--- src/rtl/button_conditioner.sv ---
// Turns four bouncy active-low push-buttons into single-cycle move commands,
// with near-simultaneous presses queued by priority and hold-to-repeat.
//
// state  | meaning
// IDLE   | no auto-repeat armed
// DELAY  | one button held since its command, waiting for the first repeat
// REPEAT | same button still held, repeating every REPEAT_RATE cycles
module button_conditioner #(
    parameter int DEBOUNCE_CYCLES = 500000,
    parameter int REPEAT_DELAY    = 25000000,
    parameter int REPEAT_RATE     = 10000000,
    parameter int CNT_W           = 26
) (
    input  logic       clk,
    input  logic       reset,
    input  logic [3:0] rawBtn,
    output logic [3:0] btnCode,
    output logic       btnValid
);

    typedef enum logic [1:0] {IDLE, DELAY, REPEAT} rep_state_t;

    localparam logic [CNT_W-1:0] DB_TC  = CNT_W'(DEBOUNCE_CYCLES - 1);
    localparam logic [CNT_W-1:0] DLY_TC = CNT_W'(REPEAT_DELAY - 1);
    localparam logic [CNT_W-1:0] RPT_TC = CNT_W'(REPEAT_RATE - 1);

    logic [3:0]       sync1_q, sync2_q;
    logic [1:0]       fill_q, fill_d;
    logic [3:0]       block_q, block_d;
    logic [CNT_W-1:0] db_cnt_q [4];
    logic [CNT_W-1:0] db_cnt_d [4];
    logic [3:0]       deb_q, deb_d;
    logic [3:0]       pend_q, pend_d;
    logic [3:0]       rec_q, rec_d;
    rep_state_t       state_q, state_d;
    logic [CNT_W-1:0] rep_cnt_q, rep_cnt_d, rep_tc;
    logic [3:0]       code_q, code_d;
    logic             valid_q;
    logic [3:0]       pressed, target, rise, sel, rep_set;
    logic             one_hot;

    assign pressed = ~sync2_q;
    assign fill_d  = {fill_q[0], 1'b1};
    // A button already down when reset releases stays masked until it is seen released.
    assign block_d = block_q & ~({4{fill_q[1]}} & ~pressed);
    assign target  = pressed & ~block_q;

    always_comb begin
        deb_d = deb_q;
        for (int i = 0; i < 4; i++) begin
            db_cnt_d[i] = '0;
            if (target[i] != deb_q[i]) begin
                if (db_cnt_q[i] == DB_TC) deb_d[i] = target[i];
                else                      db_cnt_d[i] = db_cnt_q[i] + CNT_W'(1);
            end
        end
    end

    assign rise    = deb_d & ~deb_q;
    assign one_hot = (deb_q != 4'b0000) && ((deb_q & (deb_q - 4'd1)) == 4'b0000);

    always_comb begin
        sel = 4'b0000;
        if      (pend_q[3]) sel = 4'b1000;
        else if (pend_q[2]) sel = 4'b0100;
        else if (pend_q[1]) sel = 4'b0010;
        else if (pend_q[0]) sel = 4'b0001;
    end

    assign code_d = ~sel;

    // The repeat interval is timed from the cycle the previous command leaves,
    // so the counter is held at zero while the recorded button is still pending.
    always_comb begin
        state_d   = state_q;
        rep_cnt_d = rep_cnt_q;
        rec_d     = rec_q;
        rep_set   = 4'b0000;
        rep_tc    = (state_q == DELAY) ? DLY_TC : RPT_TC;
        case (state_q)
            IDLE: begin
                rep_cnt_d = '0;
                if ((sel != 4'b0000) && one_hot) begin
                    state_d = DELAY;
                    rec_d   = deb_q;
                end
            end
            default: begin
                if (deb_q != rec_q) begin
                    state_d   = IDLE;
                    rep_cnt_d = '0;
                end else if ((pend_q & rec_q) != 4'b0000) begin
                    rep_cnt_d = '0;
                end else if (rep_cnt_q == rep_tc) begin
                    rep_set   = rec_q;
                    rep_cnt_d = '0;
                    state_d   = REPEAT;
                end else begin
                    rep_cnt_d = rep_cnt_q + CNT_W'(1);
                end
            end
        endcase
    end

    assign pend_d = (pend_q & ~sel) | rise | rep_set;

    always_ff @(posedge clk) begin
        if (reset) begin
            sync1_q   <= 4'hF;
            sync2_q   <= 4'hF;
            fill_q    <= 2'b00;
            block_q   <= 4'hF;
            deb_q     <= 4'h0;
            pend_q    <= 4'h0;
            rec_q     <= 4'h0;
            state_q   <= IDLE;
            rep_cnt_q <= '0;
            code_q    <= 4'hF;
            valid_q   <= 1'b0;
            for (int i = 0; i < 4; i++) db_cnt_q[i] <= '0;
        end else begin
            sync1_q   <= rawBtn;
            sync2_q   <= sync1_q;
            fill_q    <= fill_d;
            block_q   <= block_d;
            deb_q     <= deb_d;
            pend_q    <= pend_d;
            rec_q     <= rec_d;
            state_q   <= state_d;
            rep_cnt_q <= rep_cnt_d;
            code_q    <= code_d;
            valid_q   <= ~&code_d;
            for (int i = 0; i < 4; i++) db_cnt_q[i] <= db_cnt_d[i];
        end
    end

    assign btnCode  = code_q;
    assign btnValid = valid_q;

endmodule

--- config.mk ---
export PLATFORM = sky130hd
export DESIGN_NAME = button_conditioner
export DESIGN_NICKNAME = d
export VERILOG_FILES = /design/src/rtl/button_conditioner.sv
export SDC_FILE = /design/constraint.sdc
export NUM_CORES = 1
export LEC_CHECK = 0
export CORE_AREA = 5 5 206 128
export DETAILED_ROUTE_END_ITERATION = 12
export DIE_AREA = 0 0 211 133
export GPL_ROUTABILITY_DRIVEN = 0
export PLACE_DENSITY_LB_ADDON = 0.15
export SYNTH_ARGS = -nofsm -noshare
export SYNTH_HDL_FRONTEND = slang
export SYNTH_SLANG_ARGS = --single-unit
--- constraint.sdc ---
create_clock -name clk -period 3 [get_ports clk]
set_input_delay 0.6 -clock clk [delete_from_list [all_inputs] [get_ports clk]]
set_output_delay 0.6 -clock clk [all_outputs]
set_load 0.03 [all_outputs]
==> flow_summary.yaml <==
clocking:
  clk_pin_slew_ns: 0.06
  ctsHoldBuffers: 0
  clk_latency_ns: 0.43
  htreeDepth: 4
  root_buffer: "clkbuf_16"
  cts.path.max_buffers: 2
  clock-sinks: 163
  cts_resized: 0
  cts_inserted_buffers: 17
  cts_tree: "done"
  cts_setup_buffers: 0
routing:
  ant_nets: 0
  first_pass_iters: 4
  detail_route.wl_per_cell_um: 12.3
  drt-total-wl_mm: 14.4
  drt-vias-per-instance: 4.48
  drt_iter0_markers: 259
  via_count: 5229
  drcViolationCount: 0
worst_setup_path:
  crit_arrival_ns: 2.70
  crit_slowest_cell: "or3_1"
  crit_fanout: 26
  cp-end-kind: "flop"
  crit_chain: "ha_1 > and3_1 > nand4_1 > nor3_1 > or3_1 > nor2_1"
  critPathLaunchType: "flop"
  critical_path_required_ns: 3.28
  critPathKind: "flop to flop"
  max_stage_delay_ns: 0.78
sta:
  finalCritPeriodShare: 0.807
  hold_viol: 0
  fin_skew_ns: 0.00634
  rsz0062_at_grt: "false"
  max_freq_mhz: 413
  relSlewSlack: 0.391
  setup_viol: 0
  fin_crit_ns: 2.42
  slew_violations: 0
  worst_pin_slew_ns: 0.913
  tns_ns: 0
synthesis:
  synth_edf_count: 0
  synth_seq_area_share: 0.455
  syn-num-nets: 828
  ys_async_sr_fraction: 0
  synth_area_per_cell_sq_um: 8.78
  synth.distinct_cells: 58
  syn_area_sq_mm: 0.00717
  synthFlopType: "dfxtp_1"
  ys_seq_elements: 163
  ys.warnings.count: 0
  synth_cells: 817
pwr:
  combPwrFrac: 0.008
  p_per_area_mw_per_mm2: 530
  p_sw_frac: 0.206
  p_leak_uw: 0.00250
  p_sw_uw: 892
  ir_worst_vdd_uv: 361
  p_int_uw: 3430
  power_frac_seq: 0.504
  p_clk_frac: 0.488
  p_total_uw: 4330
global_routing:
  grt-ovfl-total: 0
  grt_pass1_vias: 4768
  grt_max_degree: 27
  track_usage: 0.109
  antenna_found_initial: 0
  grt_pass1_wl_mm: 24.8
floorplanning:
  io_pins: 11
  die_w_um: 211
  initial_utilization: 0.292
  rows: 45
  dieArea_sq_mm: 0.0281
  core_area_sq_mm: 0.0245
  die_h_um: 133
outcome:
  status: "complete, no violations"
place:
  io_buffers: 10
  dp_hpwl_mm: 9.71
final_layout:
  fin_nets: 838
  diodes: 0
  area_growth_pct: 13.7
  postLayoutCoreUtil: 0.332
  drive_gt1_frac: 0.0775
job:
  cap_violations: 0
hold_path:
  hold_path.class: "flop to flop"
worst max-delay path: cells and delay by family, from the launching register on:
| kind | cells | cell delay [ns] |
|---|---|---|
| DFF | 1 | 0.37 |
| and+or+nand+nor | 5 | 1.69 |
| adders and majority gates | 1 | 0.20 |
layer usage:
metal / GRT usage / routed length (um)
met5: 0 / 0
met4: 0.0464 / 273
met3: 0.0287 / 497
met2: 0.125 / 4900
met1: 0.178 / 8690
through the flow:
stage	worst slack (ns)	hold WS (ns)	area, sq um	instances
after CTS	0.528	0.416	8160	1168
final	0.578	0.411	8160	1168
after global placement	0.330	0.391	7580	1137
after detailed placement	0.294	0.401	7580	1137
after global routing	0.294	0.424	8160	1168
after floorplan	1.15	0.389	7170	817
state kept, by name (all words and copies together), names as in the netlist:
signal     count
rec_q          4
state_q        2
btnCode        4
pend_q         4
deb_q          4
fill_q         2
sync1_q        4
sync2_q        4
db_cnt_q     104
block_q        4
btnValid       1
rep_cnt_q     26
synthesized netlist by cell type, drive strengths merged (17+ instances only):
library cell  count  area [sq um]
dfxtp           163          3260
buf              17           120
nand2            54           205
nor4             21           146
inv              20          75.1
xnor2            67           587
nand3            58           290
nor2            172           651
and3             19           119
nor3             33           180
nand4            39           278
xor2             60           526
cell usage in the layout (no fill, tap or decap), drive strengths merged, types with 4 or more instances in the layout:
cell / n
and3: 19
and4: 6
buf: 8
clkbuf: 23
clkdlybuf4s50: 10
clkinv: 5
dfxtp: 163
ha: 5
inv: 21
mux2i: 7
nand2: 54
nand3: 58
nand3b: 4
nand4: 39
nor2: 172
nor2b: 4
nor3: 33
nor4: 21
nor4b: 5
or2: 9
or3: 8
xnor2: 67
xor2: 60
area by class of cell:
type                    count  area, sq um
clock buffers              23          498
clock inverters             8         75.1
fillers                  2573        16400
inverters                  20         75.1
multi-input cells         607         3670
flip-flops and latches    163         3260
well taps                 329          412
repair buffers             18          160
worst paths after layout:
path / from / endpoint / slack (ns) / depth (start not counted)
max reg2reg: db_cnt_q[3][0]$_SDFF_PP0_ / db_cnt_q[3][17]$_SDFF_PP0_ / 0.58 / 6
min reg2reg: sync1_q[3]$_SDFF_PP1_ / sync2_q[3]$_SDFF_PP1_ / 0.41 / 1
max: db_cnt_q[3][0]$_SDFF_PP0_ / db_cnt_q[3][17]$_SDFF_PP0_ / 0.58 / 6
min: sync1_q[3]$_SDFF_PP1_ / sync2_q[3]$_SDFF_PP1_ / 0.41 / 1
cells by family after synthesis:
| family | count (synthesis) | synth area share |
|---|---|---|
| XOR/XNOR | 127 | 0.155 |
| adder cells (fa/ha/maj) | 5 | 0.00872 |
| multiplexers | 7 | 0.00977 |
| buffers and inverters | 47 | 0.0328 |
| AO/OA/AOI/OAI | 24 | 0.0256 |
| flip-flops | 163 | 0.455 |
| AND/OR/NAND/NOR | 444 | 0.313 |
power groups by stage:
stage,combinational [uW],clock [uW],sequential (uW)
finish,32.5,2110,2180
global route,37.7,2290,2180
CTS,33.8,2190,2180
detailed placement,33.8,0,2230
global placement,33.7,0,2230
floorplan,20.7,0,2230
Power figures use the tool's default switching activity.
